<file path="config.mk">
export PLATFORM = sky130hd
export DESIGN_NAME = tinv_bus_enable_ctrl
export DESIGN_NICKNAME = d
export VERILOG_FILES = /design/src/rtl/tinv_bus_pkg.sv /design/src/rtl/tinv_bus_enable_ctrl_rr_pick.sv /design/src/rtl/tinv_bus_enable_ctrl.sv
export SDC_FILE = /design/constraint.sdc
export NUM_CORES = 1
export LEC_CHECK = 0
export CELL_PAD_IN_SITES_DETAIL_PLACEMENT = 1
export CELL_PAD_IN_SITES_GLOBAL_PLACEMENT = 1
export CORE_AREA = 2 2 53 55
export CTS_CLUSTER_SIZE = 10
export DETAILED_ROUTE_END_ITERATION = 16
export DIE_AREA = 0 0 55 57
export GPL_TIMING_DRIVEN = 0
export PLACE_DENSITY_LB_ADDON = 0.1
export SETUP_SLACK_MARGIN = 0.02
export SYNTH_ARGS = -nofsm -noshare
export SYNTH_HDL_FRONTEND = slang
export SYNTH_HIERARCHICAL = 1
export SYNTH_SLANG_ARGS = --single-unit
</file>
<file path="constraint.sdc">
create_clock -name CLK -period 3.15 [get_ports CLK]
set_input_delay 0.315 -clock CLK [delete_from_list [all_inputs] [get_ports CLK]]
set_output_delay 0.315 -clock CLK [all_outputs]
set_load 0.05 [all_outputs]
</file>
<file path="src/rtl/tinv_bus_pkg.sv">
// tinv_bus_pkg
// Purpose : shared types, default parameters and sizing helper for the
//           tristate-inverter bus enable controller.
// Contents: state_t (IDLE/DRIVE/TURN), *_DEF parameter defaults,
//           clog2_safe() for counter/pointer widths (never returns 0).
package tinv_bus_pkg;

  typedef enum logic [1:0] {
    IDLE  = 2'd0,
    DRIVE = 2'd1,
    TURN  = 2'd2
  } state_t;

  localparam int N_DRV_DEF    = 4;
  localparam int TURN_CYC_DEF = 1;
  localparam int MAX_HOLD_DEF = 8;

  // Bits needed to index n values; at least 1 so a degenerate width never
  // produces a zero-width vector.
  function automatic int clog2_safe(input int n);
    int r;
    r = 1;
    while ((1 << r) < n) r = r + 1;
    return r;
  endfunction

endpackage

</file>
<file path="src/rtl/tinv_bus_enable_ctrl_rr_pick.sv">
// tinv_rr_pick
// Purpose : combinational round-robin picker. Finds the first set request
//           bit searching upward from i_ptr, wrapping N_DRV-1 -> 0.
// Ports   : i_req    [N_DRV-1:0] request vector
//           i_ptr    [PW-1:0]    highest-priority index
//           o_winner [PW-1:0]    selected index (0 when none)
//           o_valid              any request present
module tinv_rr_pick
  import tinv_bus_pkg::*;
#(
  parameter int N_DRV = N_DRV_DEF,
  localparam int PW   = clog2_safe(N_DRV)
) (
  input  logic [N_DRV-1:0] i_req,
  input  logic [PW-1:0]    i_ptr,
  output logic [PW-1:0]    o_winner,
  output logic             o_valid
);

  logic [N_DRV-1:0] w_rot;
  logic [PW:0]      w_sum;

  always_comb begin
    o_winner = '0;
    o_valid  = 1'b0;
    w_sum    = '0;
    // Rotate so bit 0 of w_rot corresponds to index i_ptr.
    w_rot    = N_DRV'({i_req, i_req} >> i_ptr);
    for (int j = 0; j < N_DRV; j++) begin
      if (w_rot[j] && !o_valid) begin
        w_sum = {1'b0, i_ptr} + (PW+1)'(j);
        // Explicit wrap: N_DRV need not be a power of two.
        if (w_sum >= (PW+1)'(N_DRV)) w_sum = w_sum - (PW+1)'(N_DRV);
        o_valid  = 1'b1;
        o_winner = w_sum[PW-1:0];
      end
    end
  end

endmodule

</file>
<file path="src/rtl/tinv_bus_enable_ctrl.sv">
// tinv_bus_enable_ctrl
// Purpose : drives complementary EN/EN_BAR pairs of N_DRV tristate inverters
//           sharing one net. Round-robin arbitration, per-owner hold limit,
//           break-before-make turnaround of TURN_CYC idle cycles.
// Ports   : CLK     clock, rising edge
//           RN      synchronous active-low reset
//           req     [N_DRV-1:0] per-driver request (level)
//           gnt     [N_DRV-1:0] one-hot-or-zero grant (registered)
//           en      [N_DRV-1:0] tristate EN, equals gnt (registered)
//           en_bar  [N_DRV-1:0] tristate EN_BAR, ~en from its own flops
//           busy    high in DRIVE and TURN
//           keep_en weak bus-keeper enable, only with TINV_BUS_KEEPER_EN
// Macro   : TINV_BUS_KEEPER_EN adds the keep_en output and keeper logic.
//
// state | meaning
// IDLE  | no driver enabled, arbitrating requests
// DRIVE | one owner enabled, hold counter running
// TURN  | all drivers off for TURN_CYC cycles before next arbitration
module tinv_bus_enable_ctrl
  import tinv_bus_pkg::*;
#(
  parameter int N_DRV    = N_DRV_DEF,
  parameter int TURN_CYC = TURN_CYC_DEF,
  parameter int MAX_HOLD = MAX_HOLD_DEF
) (
  input  logic             CLK,
  input  logic             RN,
  input  logic [N_DRV-1:0] req,
  output logic [N_DRV-1:0] gnt,
  output logic [N_DRV-1:0] en,
  output logic [N_DRV-1:0] en_bar,
`ifdef TINV_BUS_KEEPER_EN
  output logic             keep_en,
`endif
  output logic             busy
);

  localparam int PW = clog2_safe(N_DRV);
  localparam int HW = clog2_safe(MAX_HOLD + 1);
  localparam int TW = clog2_safe(TURN_CYC + 1);

  state_t           r_state, w_state_nxt;
  logic [PW-1:0]    r_ptr, w_ptr_nxt;
  logic [HW-1:0]    r_hold, w_hold_nxt;
  logic [TW-1:0]    r_turn, w_turn_nxt;
  logic [N_DRV-1:0] r_gnt, w_gnt_nxt;
  logic [N_DRV-1:0] r_en, r_en_bar;
  logic             r_busy;

  logic [PW-1:0]    w_winner;
  logic             w_valid;
  logic             w_own_req, w_other_req, w_hold_max;

  tinv_rr_pick #(.N_DRV(N_DRV)) u_pick (
    .i_req    (req),
    .i_ptr    (r_ptr),
    .o_winner (w_winner),
    .o_valid  (w_valid)
  );

  assign w_own_req   = |(req & r_gnt);
  assign w_other_req = |(req & ~r_gnt);
  assign w_hold_max  = (MAX_HOLD != 0) && (r_hold == HW'(MAX_HOLD));

  always_comb begin
    w_state_nxt = r_state;
    w_ptr_nxt   = r_ptr;
    w_hold_nxt  = r_hold;
    w_turn_nxt  = r_turn;
    w_gnt_nxt   = r_gnt;
    case (r_state)
      IDLE: begin
        if (w_valid) begin
          w_state_nxt = DRIVE;
          w_gnt_nxt   = N_DRV'(1) << w_winner;
          w_hold_nxt  = HW'(1);
          w_ptr_nxt   = (w_winner == PW'(N_DRV - 1)) ? '0 : w_winner + PW'(1);
        end
      end
      DRIVE: begin
        // Owner drop and preemption collapse into one release.
        if (!w_own_req || (w_hold_max && w_other_req)) begin
          w_state_nxt = TURN;
          w_gnt_nxt   = '0;
          w_hold_nxt  = '0;
          w_turn_nxt  = TW'(1);
        end else if ((MAX_HOLD != 0) && !w_hold_max) begin
          w_hold_nxt = r_hold + HW'(1);
        end
      end
      TURN: begin
        if (r_turn == TW'(TURN_CYC)) begin
          w_state_nxt = IDLE;
          w_turn_nxt  = '0;
        end else begin
          w_turn_nxt = r_turn + TW'(1);
        end
      end
      default: begin
        w_state_nxt = IDLE;
        w_gnt_nxt   = '0;
      end
    endcase
  end

  always_ff @(posedge CLK) begin
    if (!RN) begin
      r_state  <= IDLE;
      r_ptr    <= '0;
      r_hold   <= '0;
      r_turn   <= '0;
      r_gnt    <= '0;
      r_en     <= '0;
      r_en_bar <= '1;
      r_busy   <= 1'b0;
    end else begin
      r_state  <= w_state_nxt;
      r_ptr    <= w_ptr_nxt;
      r_hold   <= w_hold_nxt;
      r_turn   <= w_turn_nxt;
      r_gnt    <= w_gnt_nxt;
      r_en     <= w_gnt_nxt;
      r_en_bar <= ~w_gnt_nxt;
      r_busy   <= (w_state_nxt != IDLE);
    end
  end

  assign gnt    = r_gnt;
  assign en     = r_en;
  assign en_bar = r_en_bar;
  assign busy   = r_busy;

`ifdef TINV_BUS_KEEPER_EN
  logic r_keep;

  // Keeper stays off while a driver is on and for the first turnaround
  // cycle, so it never fights a strong driver that is still releasing.
  always_ff @(posedge CLK) begin
    if (!RN) begin
      r_keep <= 1'b1;
    end else begin
      r_keep <= !((w_state_nxt == DRIVE) ||
                  ((w_state_nxt == TURN) && (w_turn_nxt == TW'(1))));
    end
  end

  assign keep_en = r_keep;
`endif

  a_en_onehot: assert property (@(posedge CLK) disable iff (!RN) $onehot0(r_en));
  a_en_bar:    assert property (@(posedge CLK) disable iff (!RN) r_en_bar == ~r_en);
  a_busy:      assert property (@(posedge CLK) disable iff (!RN) r_busy == (r_state != IDLE));

endmodule

</file>
==> results of run 1 <==
==> routing by layer <==
| metal | routed length [um] | global-route usage (%) | share of wire [%] |
|---|---|---|---|
| met5 | 0 | 0 | 0 |
| met4 | 41 | 8.71 | 1.8 |
| met3 | 82 | 3.14 | 3.6 |
| met2 | 1210 | 28.7 | 53 |
| met1 | 951 | 18.6 | 42 |
==> area by class of cell <==
type / instances / area share, %
flip-flops and latches: 18 / 29.7
inverters: 8 / 2.47
plain buffers: 6 / 3.09
repair buffers: 18 / 14.8
clock buffers: 3 / 1.86
well taps: 31 / 3.20
multi-input cells: 79 / 44.8
==> flip-flops by register name, indices dropped and copies added, names as in the netlist <==
name and count:
r_state 2, r_turn 1, busy 1, r_hold 4, en 4, r_ptr 2, en_bar 4
==> stage by stage <==
step                      power, uW  area [um^2]  util (%)
after floorplan                 502          972         -
after global placement          587         1190      45.6
after detailed placement        596         1190      45.6
after CTS                       716         1210      46.4
after global routing            750         1210      46.4
final                           705         1210      46.4
==> path summary, 6_finish.rpt <==
| kind | to | slack (ns) |
|---|---|---|
| setup / recovery | r_hold[2] | 0.92 |
| hold / removal | r_turn | 0.48 |
| setup reg to reg | r_hold[2] | 1.13 |
| hold reg to reg | r_turn | 0.48 |
==> worst min-delay path, delay by kind of cell (launching register included) <==
kind / cells / cell delay [ns]
compound gates: 1 / 0.06
flops: 1 / 0.33
simple gates: 1 / 0.05
==> placed cells by master (no fill, tap or decap), types with 2 or more instances in the layout <==
cell / netlist / layout
buf_4: 4 / 4
and2_1: 2 / 2
clkbuf_1: 2 / 2
a21boi_0: 4 / 4
a22oi_1: 2 / 2
nor2b_1: 6 / 6
mux2i_1: 5 / 5
o21ai_0: 5 / 5
clkbuf_4: 0 / 3
dfxtp_1: 18 / 18
clkdlybuf4s50_1: 0 / 18
and3b_1: 2 / 2
nand2b_1: 2 / 2
nand2_1: 6 / 6
inv_1: 8 / 8
or2_1: 4 / 4
a32o_1: 2 / 2
a21oi_1: 7 / 7
ha_1: 6 / 6
nor2_1: 10 / 10
==> power by group <==
part,switching (uW),internal [uW],leakage [uW]
Sequential,26.9,260,0.000148
Combinational,185,115,0.000346
Clock,73.5,44.5,0.0000138
Total,285,420,0.000508
==> logic make-up after synthesis <==
kind of cell | count (synthesis) | share of synthesized area, %
flops | 18 | 37.1
simple gates | 40 | 23.6
mux | 5 | 5.15
buf+inv | 14 | 6.95
fa+ha+maj | 6 | 7.72
compound gates | 28 | 19.6
==> results.sh, run 1 <==
export IMPL_setup_violations=0
export IMPL_hold_start="r_turn"
export IMPL_end_kind="register"
export IMPL_grt_pass1_wl_mm=3.77
export IMPL_ant_nets=0
export IMPL_cp_cell_sequence="clkdlybuf4s50_1 > nor2b_1 > or4_4 > o41a_1 > nor2b_4 > a32o_1"
export IMPL_clk_pin_slew_ns=0.11
export IMPL_finalCritPeriodShare_pct=70.9
export IMPL_dp_cells=160
export IMPL_synth_edf_count=0
export IMPL_cp_max_fo=7
export IMPL_drive_above_1_share_pct=6.82
export IMPL_ys_ff_latch=18
export IMPL_relSlewSlack_pct=61.3
export IMPL_vdd_drop_max_mv=0.281
export IMPL_cap_violations=0
export IMPL_dp_hpwl_mm=1.84
export IMPL_num_io_pins=19
export IMPL_ys_warn_count=6
export IMPL_power_density_nw_per_um2=581
export IMPL_fmax_mhz=448
export IMPL_reg2reg_from="en[1]"
export IMPL_synth_nets=123
export IMPL_coreArea_um2=2620
export IMPL_tightest_slew_ns=0.577
export IMPL_outcome="finished, final reports clean"
export IMPL_drt_iter0_markers=8
export IMPL_fin_tns_setup_ns=0
export IMPL_hold_buffers=0
export IMPL_die_x_um=55
export IMPL_crit_buf_inv=1
export IMPL_synth_async_reset_ratio_pct=0
export IMPL_antenna_found_initial=0
export IMPL_cts_buffers=3
export IMPL_fill_cells=317
export IMPL_worst_slack_ns=0.917
export IMPL_startpoint_type="input port"
export IMPL_initial_utilization_pct=37.2
export IMPL_synthesis_area_um2=972
export IMPL_hold_path_depth=2
export IMPL_critical_path_top_delay_family="simple AND/OR/NAND/NOR gates"
export IMPL_htreeDepth=1
export IMPL_required_ns=3.35
export IMPL_p_leak_uw=0.000508
export IMPL_register_area_um2=360
export IMPL_grt_pass1_vias=893
export IMPL_routabilityCongestion=0.741
export IMPL_reg2regPathDepth=5
export IMPL_hold_viol=0
export IMPL_multi_input_area_um2=544
export IMPL_cts_tree="yes"
export IMPL_cp_depth=6
export IMPL_dr_pass1_iters=4
export IMPL_root_buffer="clkbuf_4"
export IMPL_avgSynthCellArea_um2=8.76
export IMPL_grt_use_total_pct=16.6
export IMPL_area_delta_synth_final_pct=24.8
export IMPL_hp_class="register to register"
export IMPL_viasPerCell=5.31
export IMPL_synth_main_ff_cell="dfxtp_1"
export IMPL_critical_path_slowest_cell="or4_4"
export IMPL_yosysTopAreaCell="dfxtp_1"
export IMPL_die_h_um=57
export IMPL_clk_latency_ns=0.29
export IMPL_fin_skew_ns=0.00788
export IMPL_num_vias=865
export IMPL_grt_max_degree=11
export IMPL_preCtsSetupSlack_ns=0.586
export IMPL_portBuffers=18
export IMPL_syn_inst=111
export IMPL_synthTopCellsByArea="dfxtp_1, ha_1, mux2i_1, nor2_1, nor2b_1"
export IMPL_synth_top_cell_area_share_pct=37.1
export IMPL_rsz0062_at_grt="false"
export IMPL_slew_viol_final=0
export IMPL_wl_mm=2.28
export IMPL_postCtsSetupRepairBufs=0
export IMPL_ys_top_cells_by_count="dfxtp_1, nor2_1, inv_1"
export IMPL_critPathKind="input port to register"
export IMPL_synth_cell_types=34
export IMPL_seq_area_frac_synth_pct=37.1
export IMPL_layout_nets=146
export IMPL_grt_ovfl_total=0
export IMPL_layout_cells_non_filler=163
export IMPL_min_period_ns=2.23
export IMPL_cp_slowest_stage_delay_ns=0.53
export IMPL_drc_errors=0
export IMPL_diodes=0
export IMPL_cts_buffer_depth=2
export IMPL_yosysMostFrequentCell="dfxtp_1"
export IMPL_worstPathArrival_ns=2.43
export IMPL_whs_ns=0.482
export IMPL_cts_sinks=18
export IMPL_rows=19
export IMPL_cts_resized=0
export IMPL_crit_start="req[0]"
export IMPL_die_area_um2=3140
export IMPL_wire_per_inst_um=14.0
Note: power is estimated with default switching activity, not from simulation.
==> inputs of run 2 (changes only) <==
Settings changed: CORE_AREA 2 2 53 55 to 2 2 58 60, DIE_AREA 0 0 55 57 to 0 0 60 62.
Clock period 3.15 ns to 1.8 ns, I/O delays scaled along.
==> results.sh, run 2 (synthesis gave the netlist of run 1 again) <==
export IMPL_outcome="finished, violations left"
export IMPL_violations="setup timing"
export IMPL_grt_use_total_pct=14.6
export IMPL_worst_slack_ns=-0.0445
export IMPL_slew_viol_final=0
export IMPL_cp_max_fo=6
export IMPL_p_int_uw=780
export IMPL_setup_violations=2
export IMPL_dp_hpwl_mm=1.93
export IMPL_cts_buffer_depth=2
export IMPL_dr_pass1_iters=3
export IMPL_startpoint_type="register"
export IMPL_coreArea_um2=3180
export IMPL_seqPwrFrac_pct=39.0
export IMPL_root_buffer="clkbuf_4"
export IMPL_cts_sinks=18
export IMPL_ant_nets=0
export IMPL_grt_pass1_vias=875
export IMPL_cp_cell_sequence="nor2b_2 > or4_4 > o41a_1 > nor2b_4 > a32o_1"
export IMPL_initial_utilization_pct=30.6
export IMPL_portBuffers=18
export IMPL_routabilityCongestion=0.743
export IMPL_htreeDepth=1
export IMPL_power_switching_uw=521
export IMPL_tightest_slew_ns=0.508
export IMPL_fmax_mhz=542
export IMPL_power_density_nw_per_um2=984
export IMPL_whs_ns=0.493
export IMPL_num_vias=884
export IMPL_layout_nets=153
export IMPL_critPathKind="register to register"
export IMPL_grt_pass1_wl_mm=3.99
export IMPL_cp_slowest_stage_delay_ns=0.54
export IMPL_r2r_slack_ns=-0.04
export IMPL_cap_violations=0
export IMPL_cts_tree="yes"
export IMPL_wire_per_inst_um=13.5
export IMPL_area_delta_synth_final_pct=36.0
export IMPL_num_io_pins=19
export IMPL_hp_class="register to register"
export IMPL_relSlewSlack_pct=66.1
export IMPL_finalCritPeriodShare_pct=102
export IMPL_fin_util_pct=41.6
export IMPL_clk_pin_slew_ns=0.11
export IMPL_drc_errors=0
export IMPL_crit_buf_inv=0
export IMPL_critical_path_top_delay_family="simple AND/OR/NAND/NOR gates"
export IMPL_layout_cells_non_filler=186
export IMPL_rows=21
export IMPL_fin_skew_ns=0.00236
export IMPL_diodes=0
export IMPL_mostFrequentLayoutCells="buf_4, dfxtp_1, nor2_1, clkdlybuf4s50_1"
export IMPL_die_area_um2=3720
export IMPL_fill_cells=388
export IMPL_die_x_um=60
export IMPL_drt_iter0_markers=13
export IMPL_grt_max_degree=11
export IMPL_pwr_share_clk_pct=15.8
export IMPL_rsz0062_at_grt="true"
export IMPL_dp_cells=175
export IMPL_viasPerCell=4.75
export IMPL_total_power_uw=1300
export IMPL_grt_ovfl_total=0
export IMPL_cts_buffers=3
export IMPL_critical_path_slowest_cell="or4_4"
export IMPL_worstPathArrival_ns=2.03
export IMPL_end_kind="register"
export IMPL_comb_power_share_pct=45.2
export IMPL_antenna_found_initial=0
export IMPL_clk_latency_ns=0.29
export IMPL_wl_mm=2.51
export IMPL_hold_viol=0
export IMPL_drive_above_1_share_pct=20.0
export IMPL_swShare_pct=40.1
export IMPL_required_ns=1.99
export IMPL_min_period_ns=1.84
export IMPL_vdd_drop_max_mv=0.409
export IMPL_die_h_um=62
export IMPL_p_leak_uw=0.000630
[run 2: power groups by stage]
stage	logic, uW	clock network (uW)	registers [uW]
6_report	588	206	507
5_1_grt	646	241	515
4_1_cts	573	216	507
3_5_place_dp	533	0	517
3_3_place_gp	519	0	514
2_1_floorplan	287	0	594
[run 2: path summary, 6_finish.rpt]
kind	startpoint	to	depth (start not counted)
max	en[2]	r_hold[3]	5
min reg2reg	r_turn	r_turn	2
min	r_turn	r_turn	2
max reg2reg	en[2]	r_hold[3]	5
[run 2: worst min-delay path, stage by stage (launching register included)]
cell and delay (ns):
dfxtp_1 0.33, nand2_1 0.05, a21boi_0 0.07
[run 2: per-layer routing]
| metal | up-vias | global-route usage, % | routed length, um |
|---|---|---|---|
| met4 | 0 | 4.76 | 23 |
| met3 | 2 | 2.28 | 62 |
| met2 | 8 | 26.4 | 1310 |
| met5 | - | 0 | 0 |
| met1 | 432 | 17.6 | 1120 |
| li1 | 442 | - | - |
[run 2: layout make-up]
| type | count | area, um^2 | share of cell area, % |
|---|---|---|---|
| multi-input combinational | 79 | 559 | 42.3 |
| sequential | 18 | 379 | 28.7 |
| timing repair buffer | 25 | 233 | 17.6 |
| tap | 46 | 57.6 | 4.35 |
| buffer | 6 | 37.5 | 2.84 |
| inverter | 8 | 30.0 | 2.27 |
| clock buffer | 3 | 22.5 | 1.70 |
| clock inverter | 1 | 3.75 | 0.284 |
[run 2: timing repair]
item	4_1_cts	5_1_grt
gates resized for setup	10	8
setup endpoints to repair	14	16
buffers inserted	5	2
hold buffers	0	0
pin swaps	5	4
[run 2: stage by stage]
| step | setup TNS (ns) | worst slack (ns) | instance area (um^2) |
|---|---|---|---|
| floorplan | -0.173 | -0.0865 | 987 |
| global placement | -5.70 | -0.524 | 1220 |
| detailed placement | -7.07 | -0.572 | 1220 |
| CTS | -0.314 | -0.137 | 1290 |
| global route | -0.514 | -0.106 | 1320 |
| finish | -0.0690 | -0.0445 | 1320 |
==> inputs of run 3 (changes only) <==
Settings changed: HOLD_SLACK_MARGIN set to 0.12.
==> results of run 3 <==
Final layout, timing and power as in run 2 (identical DEF).
